===== config.mk =====
export PLATFORM = sky130hd
export DESIGN_NAME = fetch_issue_buffer
export DESIGN_NICKNAME = d
export VERILOG_FILES = /design/src/rtl/fetch_pkg.sv /design/src/rtl/operand_mask.sv /design/src/rtl/fetch_issue_buffer.sv
export SDC_FILE = /design/constraint.sdc
export NUM_CORES = 1
export LEC_CHECK = 0
export ABC_AREA = 1
export CORE_ASPECT_RATIO = 1.25
export CORE_MARGIN = 4
export CORE_UTILIZATION = 37
export DETAILED_ROUTE_END_ITERATION = 12
export GPL_TIMING_DRIVEN = 1
export HOLD_SLACK_MARGIN = 0.03
export PLACE_DENSITY_LB_ADDON = 0.2
export SLEW_MARGIN = 20
export SYNTH_ARGS = -nofsm -noshare
export SYNTH_HDL_FRONTEND = slang
export SYNTH_SLANG_ARGS = --single-unit

===== constraint.sdc =====
create_clock -name clk -period 5.43 [get_ports clk]
set_input_delay 1.086 -clock clk [delete_from_list [all_inputs] [get_ports clk]]
set_output_delay 1.086 -clock clk [all_outputs]
set_load 0.1 [all_outputs]

===== src/rtl/fetch_pkg.sv =====
// Shared opcode classification constants and helper for the fetch/issue path.
package fetch_pkg;

  typedef enum logic [1:0] {
    NONE = 2'd0,
    S1   = 2'd1,
    S1S2 = 2'd2
  } op_class_e;

  localparam int unsigned CLASS_OPS = 8;

  localparam logic [4:0] S1_OPS [CLASS_OPS] = '{
    5'b00001, 5'b00110, 5'b00111, 5'b01000,
    5'b01001, 5'b01010, 5'b01011, 5'b11011
  };

  localparam logic [4:0] S1S2_OPS [CLASS_OPS] = '{
    5'b00010, 5'b00011, 5'b00100, 5'b00101,
    5'b11000, 5'b11010, 5'b11100, 5'b11110
  };

  function automatic op_class_e classify5(input logic [4:0] op);
    op_class_e cls;
    cls = NONE;
    for (int unsigned i = 0; i < CLASS_OPS; i++) begin
      if (op == S1_OPS[i])   cls = S1;
      if (op == S1S2_OPS[i]) cls = S1S2;
    end
    return cls;
  endfunction

endpackage


===== src/rtl/operand_mask.sv =====
// Combinational opcode classification and source-operand masking.
module operand_mask
  import fetch_pkg::*;
#(
  parameter int unsigned OPW = 5,
  parameter int unsigned RAW = 4
) (
  input  logic [OPW-1:0] opcode,
  input  logic [RAW-1:0] s1,
  input  logic [RAW-1:0] s2,
  output logic [RAW-1:0] s1_masked,
  output logic [RAW-1:0] s2_masked,
  output logic           s1_used,
  output logic           s2_used
);

  logic      upper_zero;
  op_class_e cls;

  // Wider opcodes only classify when the bits above the 5-bit table are clear.
  if (OPW > 5) begin : g_wide
    assign upper_zero = (opcode[OPW-1:5] == '0);
  end else begin : g_narrow
    assign upper_zero = 1'b1;
  end

  // Classify the opcode and zero any operand the instruction does not read.
  always_comb begin
    cls       = upper_zero ? classify5(opcode[4:0]) : NONE;
    s1_used   = 1'b0;
    s2_used   = 1'b0;
    s1_masked = '0;
    s2_masked = '0;
    case (cls)
      S1: begin
        s1_used   = 1'b1;
        s1_masked = s1;
      end
      S1S2: begin
        s1_used   = 1'b1;
        s2_used   = 1'b1;
        s1_masked = s1;
        s2_masked = s2;
      end
      default: ;
    endcase
  end

endmodule


===== src/rtl/fetch_issue_buffer.sv =====
// Two-entry fetch/issue FIFO with operand masking applied on the input side.
module fetch_issue_buffer
  import fetch_pkg::*;
#(
  parameter int unsigned OPW = 5,
  parameter int unsigned RAW = 4,
  parameter int unsigned IMW = 32
) (
  input  logic           clk,
  input  logic           rst_n,
  input  logic           flush,
  input  logic           in_valid,
  output logic           in_ready,
  input  logic [OPW-1:0] opcode_in,
  input  logic [RAW-1:0] s1_in,
  input  logic [RAW-1:0] s2_in,
  input  logic [RAW-1:0] dest_in,
  input  logic [IMW-1:0] ime_data_in,
  output logic           out_valid,
  input  logic           out_ready,
  output logic [OPW-1:0] opcode_out,
  output logic [RAW-1:0] s1_out,
  output logic [RAW-1:0] s2_out,
  output logic [RAW-1:0] dest_out,
  output logic [IMW-1:0] ime_data_out,
  output logic           s1_used,
  output logic           s2_used,
  output logic [1:0]     occupancy
);

  logic [RAW-1:0] s1_masked, s2_masked;
  logic           s1_used_in, s2_used_in;

  logic [1:0]     count_q;
  logic           rd_ptr_q, wr_ptr_q;
  logic           accept, deliver;

  logic [OPW-1:0] opc_q  [2];
  logic [RAW-1:0] s1_q   [2];
  logic [RAW-1:0] s2_q   [2];
  logic [RAW-1:0] dest_q [2];
  logic [IMW-1:0] ime_q  [2];
  logic [1:0]     used_q [2];

  operand_mask #(
    .OPW(OPW),
    .RAW(RAW)
  ) u_operand_mask (
    .opcode    (opcode_in),
    .s1        (s1_in),
    .s2        (s2_in),
    .s1_masked (s1_masked),
    .s2_masked (s2_masked),
    .s1_used   (s1_used_in),
    .s2_used   (s2_used_in)
  );

  // Handshake qualifiers; flush overrides both directions.
  assign in_ready  = (count_q != 2'd2);
  assign out_valid = (count_q != 2'd0);
  assign occupancy = count_q;
  assign accept    = in_valid & in_ready & ~flush;
  assign deliver   = out_valid & out_ready & ~flush;

  // Pointer and occupancy bookkeeping.
  always_ff @(posedge clk or negedge rst_n) begin
    if (!rst_n) begin
      count_q  <= '0;
      rd_ptr_q <= 1'b0;
      wr_ptr_q <= 1'b0;
    end else if (flush) begin
      count_q  <= '0;
      rd_ptr_q <= 1'b0;
      wr_ptr_q <= 1'b0;
    end else begin
      if (accept)  wr_ptr_q <= ~wr_ptr_q;
      if (deliver) rd_ptr_q <= ~rd_ptr_q;
      case ({accept, deliver})
        2'b10:   count_q <= count_q + 2'd1;
        2'b01:   count_q <= count_q - 2'd1;
        default: count_q <= count_q;
      endcase
    end
  end

  // Entry storage; contents are don't-care while the slot is not occupied.
  always_ff @(posedge clk) begin
    if (accept) begin
      opc_q[wr_ptr_q]  <= opcode_in;
      s1_q[wr_ptr_q]   <= s1_masked;
      s2_q[wr_ptr_q]   <= s2_masked;
      dest_q[wr_ptr_q] <= dest_in;
      ime_q[wr_ptr_q]  <= ime_data_in;
      used_q[wr_ptr_q] <= {s2_used_in, s1_used_in};
    end
  end

  // Present the head entry, or all zeros when the buffer is empty.
  always_comb begin
    opcode_out   = '0;
    s1_out       = '0;
    s2_out       = '0;
    dest_out     = '0;
    ime_data_out = '0;
    s1_used      = 1'b0;
    s2_used      = 1'b0;
    if (out_valid) begin
      opcode_out   = opc_q[rd_ptr_q];
      s1_out       = s1_q[rd_ptr_q];
      s2_out       = s2_q[rd_ptr_q];
      dest_out     = dest_q[rd_ptr_q];
      ime_data_out = ime_q[rd_ptr_q];
      s1_used      = used_q[rd_ptr_q][0];
      s2_used      = used_q[rd_ptr_q][1];
    end
  end

endmodule


## Yosys cells after proc, flatten, opt, wreduce, memory -nomap -nowiden

Memories as Yosys holds them, arrays and structs flattened.
Index checks and enable logic that the tools add are counted.

| cells by class | value |
|---|---|
| add/subtract/negate cells | 2 |
| equality and inequality tests | 21 |
| multiplexer cells | 35 |
| bitwise logic cells | 7 |
| reduce and logical (&&, ||, !) cells | 5 |

Operators by type and width:

| kind | number |
|---|---|
| 2-bit 2-to-1 mux | 16 |
| 32-bit 2-to-1 mux | 1 |
| 5-bit == test, second input constant | 5 |
| 5-bit by 3-bit == test with 1-bit output, second input constant | 4 |
| 5-bit by 4-bit == test with 1-bit output, second input constant | 4 |
| 4-bit 2-to-1 mux | 5 |
| 1-bit 2-to-1 mux | 11 |
| 5-bit by 2-bit == test with 1-bit output, second input constant | 2 |
| 2-bit nonzero test | 3 |
| 5-bit by 1-bit == test with 1-bit output, second input constant | 1 |
| 5-bit 2-to-1 mux | 1 |
| 1-bit AND | 4 |
| 2-bit by 1-bit == test with 1-bit output, second input constant | 2 |
| 2-bit == test, second input constant | 2 |
| 2-bit case mux with 2 select lines | 1 |
| 1-bit NOT | 3 |
| 3-bit nonzero test | 1 |
| 2-bit by 1-bit adder with 2-bit output, second input constant | 1 |
| 2-bit != test, second input constant | 1 |
| 2-bit OR reduction | 1 |
| 2-bit by 1-bit subtractor with 2-bit output, second input constant | 1 |

| word-level totals | value |
|---|---|
| bits in registers | 4 |
| memory bits (writable) | 102 |
| output and inout bits | 55 |
| memories kept | 6 |

Memory list:

| memory | words | width | rd ports | clocked after Yosys merged registers in | wr ports | RTL line | RTL |
|---|---|---|---|---|---|---|---|
| ime_q | 2 | 32 | 1 | 0 | 1 | fetch_issue_buffer.sv:42 | `logic [IMW-1:0] ime_q [2];` |
| opc_q | 2 | 5 | 1 | 0 | 1 | fetch_issue_buffer.sv:38 | `logic [OPW-1:0] opc_q [2];` |
| dest_q | 2 | 4 | 1 | 0 | 1 | fetch_issue_buffer.sv:41 | `logic [RAW-1:0] dest_q [2];` |
| s1_q | 2 | 4 | 1 | 0 | 1 | fetch_issue_buffer.sv:39 | `logic [RAW-1:0] s1_q [2];` |
| s2_q | 2 | 4 | 1 | 0 | 1 | fetch_issue_buffer.sv:40 | `logic [RAW-1:0] s2_q [2];` |
| used_q | 2 | 2 | 1 | 0 | 1 | fetch_issue_buffer.sv:43 | `logic [1:0] used_q [2];` |

## Logic depth before layout (Yosys ltp)

Gate-level depths: netlist (run 1).

| depth | value |
|---|---|
| word-level depth | 20 |
| depth in mapped cells | 9 |

## Cells and area by module

From an unflattened synthesis (run 1), not the netlist that was laid out.

| second synthesis, totals | value |
|---|---|
| cell total of the unflattened synthesis | 367 |
| area total of the unflattened synthesis | 4305.4 um^2 |

By module, submodules not included:

| module | instances | cells an instance | area an instance (um^2) | seq. area each (um^2) |
|---|---|---|---|---|
| fetch_issue_buffer | 1 | 313 | 4051.4 | 3163.0 |
| operand_mask | 1 | 54 | 254.0 | 0.0 |

## Worst setup path after synthesis (run 1)

No wires, ideal clock.

| timing | value |
|---|---|
| path type | reg2reg |
| from | register count_q[0] (netlist: occupancy[0]) |
| to | memory dest_q[1][0], enable pin |
| setup time | 523 ps |
| data arrival time | 5142 ps |
| required time | 4907 ps |
| setup slack | -235 ps |
| stages on the path, launching flop included | 5 |
| period minus slack after synthesis | 5665 ps |
| cells stage by stage | dfrtp_1 inv_2 nand2_2 nand2_4 nor3_1 |

| between the ends | value |
|---|---|
| word-level cells in the longest chain between the ends | 5 |

RTL lines:

| item | RTL line | RTL |
|---|---|---|
| start: declaration | fetch_issue_buffer.sv:34 | `logic [1:0] count_q;` |
| start signal: assignment | fetch_issue_buffer.sv:79 | `2'b10: count_q <= count_q + 2'd1;` |
| start signal: assignment | fetch_issue_buffer.sv:80 | `2'b01: count_q <= count_q - 2'd1;` |
| start signal: assignment | fetch_issue_buffer.sv:81 | `default: count_q <= count_q;` |
| 2-bit != test | fetch_issue_buffer.sv:59 | `assign in_ready = (count_q != 2'd2);` |
| via in_ready | fetch_issue_buffer.sv:13 | `output logic in_ready,` |
| 1-bit AND (2 in a row) | fetch_issue_buffer.sv:62 | `assign accept = in_valid & in_ready & ~flush;` |
| 1-bit 2-to-1 mux | fetch_issue_buffer.sv:88 | `if (accept) begin` |
| 1-bit 2-to-1 mux (implied by the code) | fetch_issue_buffer.sv:92 | `dest_q[wr_ptr_q] <= dest_in;` |
| end: declaration | fetch_issue_buffer.sv:41 |  |

The timed path passes the listed nets, and every way through them passes these cells.

## Final worst setup path (run 1)

| timing | value |
|---|---|
| from | register rd_ptr_q |
| to | output opcode_out[4] |

| between the ends | value |
|---|---|
| word-level cells in the longest chain between the ends | 2 |

RTL lines:

| item | RTL line | RTL |
|---|---|---|
| start: declaration | fetch_issue_buffer.sv:35 | `logic rd_ptr_q, wr_ptr_q;` |
| start signal: assignment | fetch_issue_buffer.sv:77 | `if (deliver) rd_ptr_q <= ~rd_ptr_q;` |
| memory 2 x 5 bit | - |  |
| 5-bit 2-to-1 mux | fetch_issue_buffer.sv:107 | `if (out_valid) begin` |
| end: declaration | fetch_issue_buffer.sv:21 | `output logic [OPW-1:0] opcode_out,` |

Every way passes these cells.

==> reports/qor.yml, run 1 <==
cts:
  clk_latency_ps: 330
  clk_path_buf_depth: 2
  cts_setup_buffers: 0
  root_buffer: "clkbuf_16"
  numCtsBuffers: 9
  path_clk_slew_ps: 60
  cts.sinks: 106
  htreeDepth: 3
  ctsHoldBuffers: 0
  cts_tree: "yes"
  post_cts_resize_count: 0
drt:
  drt_wl_total_microns: 9000
  remaining_drc_errors: 0
  first_pass_iters: 5
  antenna_left: 0
  vias_per_cell: 4.71
  wl_per_cell_microns: 15.2
  vias: 2785
  drt_iter0_drc: 154
timing:
  finalClockSkew_ps: 8.20
  maxSlewHeadroom_pct: 33.3
  setup-tns-final_ps: 0
  finalSetupViolations: 0
  rsz0062_at_grt: "false"
  period_needed_ps: 4120
  setup_ws_ps: 1310
  finalHoldViolCount: 0
  fmax_ghz: 0.243
  fin_crit_sh_pct: 75.9
  worstMarginPinSlew_ps: 997
  maxSlewViolCount: 0
yosys:
  synth_largest_area_cell: "edfxtp_1"
  synthTopCellsByArea: "edfxtp_1 73%, nand2_1 11%, a21oi_1 6.2%, dfrtp_1 2.4%, inv_1 1.6%"
  synth_nets: 402
  syn_inst: 346
  synth.distinct_cells: 20
  seq_area_frac_synth_pct: 75.1
  synth_top_area_share_pct: 72.7
  synth-seq-cells: 106
  syn_area_sq_um: 4210
  syn_avg_cell_area_sq_um: 12.2
  synth_warnings: 0
grt:
  grt_max_degree: 54
  overflow: 0
  antenna_found_initial: 0
  grt_pass1_wl_microns: 13800
  grt_usage_pct: 14.0
  grt_pass1_vias: 2720
setup_path:
  worstPathMaxFanout: 53
  cp-end-kind: "primary output"
  arrival_ps: 3040
  critPathLaunchType: "register"
  required_ps: 4340
  worstSetupPathType: "reg2out"
final_layout:
  fillers: 995
  syn2layout_area_growth_pct: 35.0
  fin_nets: 509
  antenna_cells: 0
  multi_input_area_sq_um: 913
  seq_area_sq_um: 3160
  utilization_pct: 51.0
  drive_gt1_share_pct: 5.70
place:
  hpwlAfterDp_microns: 5540
  port-buffer-count: 108
  gp_congestion: 0.765
  pre_cts_slack_ps: 1690
die:
  die_area_sq_um: 13200
  die_h_microns: 127
  io_pins: 109
  rows: 43
  core_area_sq_um: 11100
  start_util_pct: 37.8
  fp.dieW_microns: 103
run:
  drv_cap: 0
status:
  status: "finished, final reports clean"
worst_hold_path:
  holdCritPathClass: "reg2reg"
[final timing paths]
check                      cells after the start                  endpoint                     start  slack, ps
setup / recovery                               4             opcode_out[4]      rd_ptr_q$_DFFE_PN0P_       1310
hold / removal                                 2      wr_ptr_q$_DFFE_PN0P_      wr_ptr_q$_DFFE_PN0P_        600
setup reg to reg                               7     ime_q[0][6]$_DFFE_PP_  occupancy[0]$_DFFE_PN0P_       3280
hold reg to reg                                2      wr_ptr_q$_DFFE_PN0P_      wr_ptr_q$_DFFE_PN0P_        600
max in group asynchronous                      1      rd_ptr_q$_DFFE_PN0P_                     rst_n       4260
min in group asynchronous                      1  occupancy[1]$_DFFE_PN0P_                     rst_n        970
[cell families (layout without fill, tap and decap cells)]
logic type	count (synthesis)	in the layout	share of synthesized area, %
simple gates	142	142	13.2
flops	106	106	75.1
compound gates	60	60	7.49
buf+inv	36	146	3.57
fa+ha+maj	2	2	0.594
[stage by stage]
step	instance area [sq um]	instances	hold WS, ps
3_3_place_gp	5430	577	567
6_report	5680	591	597
2_1_floorplan	4220	346	525
3_5_place_dp	5430	577	586
4_1_cts	5680	591	601
5_1_grt	5680	591	659
[synth_stat cells]
cell type,n
nand2_1,125
edfxtp_1,102
a21oi_1,52
inv_1,18
buf_2,12
nor2_1,8
clkbuf_1,4
dfrtp_1,4
o21ai_0,4
nand3_1,3
ha_1,2
inv_2,2
nand2_2,2
o221ai_1,2
a21oi_2,1
nand2_4,1
nand3b_1,1
nor2_2,1
nor3_1,1
o32ai_1,1
[registers in the layout, summed over array words and instances (netlist names)]
signal     cells
rd_ptr_q       1
opc_q         10
used_q         4
wr_ptr_q       1
s2_q           8
ime_q         64
s1_q           8
occupancy      2
dest_q         8
[layout make-up]
cell class,count,area share [%]
inverters,20,1.32
clock inverters,4,0.374
flip-flops and latches,106,55.7
repair buffers,112,19.6
multi-input cells,204,16.1
well taps,135,2.97
clock buffers,10,4.03
[metal layers]
metal	vias to the layer above	wire (microns)	GRT usage [%]
met3	8	451	3.50
met1	1306	3640	16.4
met4	0	132	4.80
met5	-	0	0
li1	1400	-	-
met2	71	4780	24.6
[worst max-delay path, cell delays in order, from the launching register on]
cell and delay, ps:
dfrtp_2 400, inv_2 690, nand2_1 100, a21oi_1 280, clkdlybuf4s50_1 1190
[cells in the final DEF, fill, tap and decap left out, drive strengths merged]
master         instances
clkbuf                10
dfrtp                  4
o32ai                  1
a21oi                 53
ha                     2
inv                   20
clkinv                 3
o221ai                 2
nand3b                 1
edfxtp               102
nor2                   9
clkdlybuf4s50        108
clkinvlp               1
nor3                   1
buf                    4
nand3                  3
o21ai                  4
nand2                128
Power of run 1 is left out: the tool's default activity adds up to more than one toggle a clock period on the data nets, which glitch-free logic cannot reach.
==> run 2: changes to the inputs <==
- clock period: 5.43 -> 3.5 ns (I/O delays scaled with it)
==> reports/qor.yml, run 2 (synthesis results as in run 1) <==
run:
  drv_cap: 0  # unchanged
setup_path:
  r2r_end: "ime_q[0][30]$_DFFE_PP_"
  crit_path_end: "dest_out[1]"
  worstPathMaxFanout: 29  # -45%
  worstSetupPathType: "reg2out"
  rrSetupSlack_ps: 1620  # -1660 ps
  required_ps: 2800  # -1540 ps
  critPathLaunchType: "register"
  crit_start: "rd_ptr_q$_DFFE_PN0P_"
  cp-end-kind: "primary output"
  reg2reg_depth: 7  # unchanged
  arrival_ps: 2070  # -970 ps
  rr_startpoint: "occupancy[0]$_DFFE_PN0P_"
cts:
  ctsHoldBuffers: 0  # unchanged
  root_buffer: "clkbuf_16"
  clk_path_buf_depth: 2  # unchanged
  cts_tree: "yes"
  numCtsBuffers: 9  # unchanged
  post_cts_resize_count: 0  # unchanged
  path_clk_slew_ps: 60  # about the same
  clk_latency_ps: 330  # about the same
  cts_setup_buffers: 0  # unchanged
  htreeDepth: 3  # unchanged
  cts.sinks: 106  # unchanged
grt:
  overflow: 0  # unchanged
  grt_max_degree: 52  # -3.7%
  antenna_found_initial: 0  # unchanged
  grt_pass1_vias: 2845  # +4.6%
  grt_pass1_wl_microns: 14600  # +5.5%
  grt_usage_pct: 14.7  # +0.64 points
timing:
  fmax_ghz: 0.360
  maxSlewHeadroom_pct: 53.0  # +20 points
  finalHoldViolCount: 0  # unchanged
  rsz0062_at_grt: "false"
  whs_ps: 574  # -22.9 ps
  finalClockSkew_ps: 5.98  # -2.22 ps
  worstMarginPinSlew_ps: 705  # -293 ps
  finalSetupViolations: 0  # unchanged
  maxSlewViolCount: 0  # unchanged
  period_needed_ps: 2770
  fin_crit_sh_pct: 79.3
  setup-tns-final_ps: 0  # unchanged
final_layout:
  multi_input_area_sq_um: 913  # unchanged
  layout_common_cells: "125 x nand2_1, 102 x edfxtp_1, 53 x clkdlybuf4s50_1, 53 x buf_12, 52 x a21oi_1"
  drive_gt1_share_pct: 18.3  # +13 points
  seq_area_sq_um: 3160  # unchanged
  largest_reg_flops: 64  # unchanged
  fillers: 917  # -7.8%
  antenna_cells: 0  # unchanged
  mostFrequentLayoutCell: "nand2_1"
  utilization_pct: 56.2  # +5.1 points
  fin_nets: 510  # +0.20%
  largest_register: "ime_q"
  syn2layout_area_growth_pct: 48.5
  top_regs: "ime_q x64, opc_q x10"
  finalInstanceArea_sq_um: 6250  # +10%
place:
  hpwlAfterDp_microns: 6130  # +11%
  postPlaceCellArea_sq_um: 5970  # +9.8%
  port-buffer-count: 108  # unchanged
  gp_congestion: 0.780  # +2.0%
drt:
  vias_per_cell: 4.78  # +1.4%
  drt_iter0_drc: 115  # -25%
  vias: 2837  # +1.9%
  first_pass_iters: 5  # unchanged
  remaining_drc_errors: 0  # unchanged
  antenna_left: 0  # unchanged
  wl_per_cell_microns: 15.5  # +2.0%
  drt_wl_total_microns: 9220  # +2.5%
die:
  io_pins: 109  # unchanged
  die_area_sq_um: 13200  # unchanged
  fp.dieW_microns: 103  # unchanged
  start_util_pct: 37.8  # unchanged
  core_area_sq_um: 11100  # unchanged
  rows: 43  # unchanged
  die_h_microns: 127  # unchanged
status:
  status: "finished, final reports clean"
worst_hold_path:
  holdCritPathClass: "in2async"
run 2: cell count changes in the layout (fill, tap and decap cells not counted), sizes merged:
| cell | delta |
|---|---|
| buf | +56 |
| clkdlybuf4s50 | -55 |
| bufinv | +1 |
| clkbuf | +1 |
| clkinv | -1 |
| clkinvlp | +1 |
run 2: per-layer routing:
metal	vias to the layer above	global-route usage [%]	wire length (microns)
met2	67	26.5	5190
met4	0	6.55	199
li1	1405	-	-
met1	1353	16.6	3460
met3	12	2.35	368
met5	-	0	0
run 2: worst max-delay path, stage by stage (launching register included):
cell,delay (ps)
dfrtp_2,410
inv_2,370
buf_4,380
nand2_1,90
a21oi_1,270
buf_12,220
run 2: worst min path at each step:
stage                                           to            startpoint  cells past startpoint
final                         wr_ptr_q$_DFFE_PN0P_                 rst_n                      1
after CTS                 occupancy[0]$_DFFE_PN0P_                 rst_n                      1
after global placement        wr_ptr_q$_DFFE_PN0P_  wr_ptr_q$_DFFE_PN0P_                      2
after global routing          wr_ptr_q$_DFFE_PN0P_                 rst_n                      1
after floorplan           occupancy[0]$_DFFE_PN0P_                 rst_n                      0
after detailed placement      wr_ptr_q$_DFFE_PN0P_  wr_ptr_q$_DFFE_PN0P_                      2
run 2: cell type report:
cell class	count	area share [%]
Clock inverter	5	0.880
Clock buffer	11	3.72
Tap cell	135	2.70
Multi-Input combinational cell	204	14.6
Timing Repair Buffer	113	26.3
Sequential cell	106	50.6
Inverter	20	1.20
run 2: through the flow:
stage	cells	worst slack [ps]
floorplan	346	-11.2
global placement	578	1050
detailed placement	578	953
CTS	594	673
global route	594	531
finish	594	725
Power of run 2 is left out for the same reason.
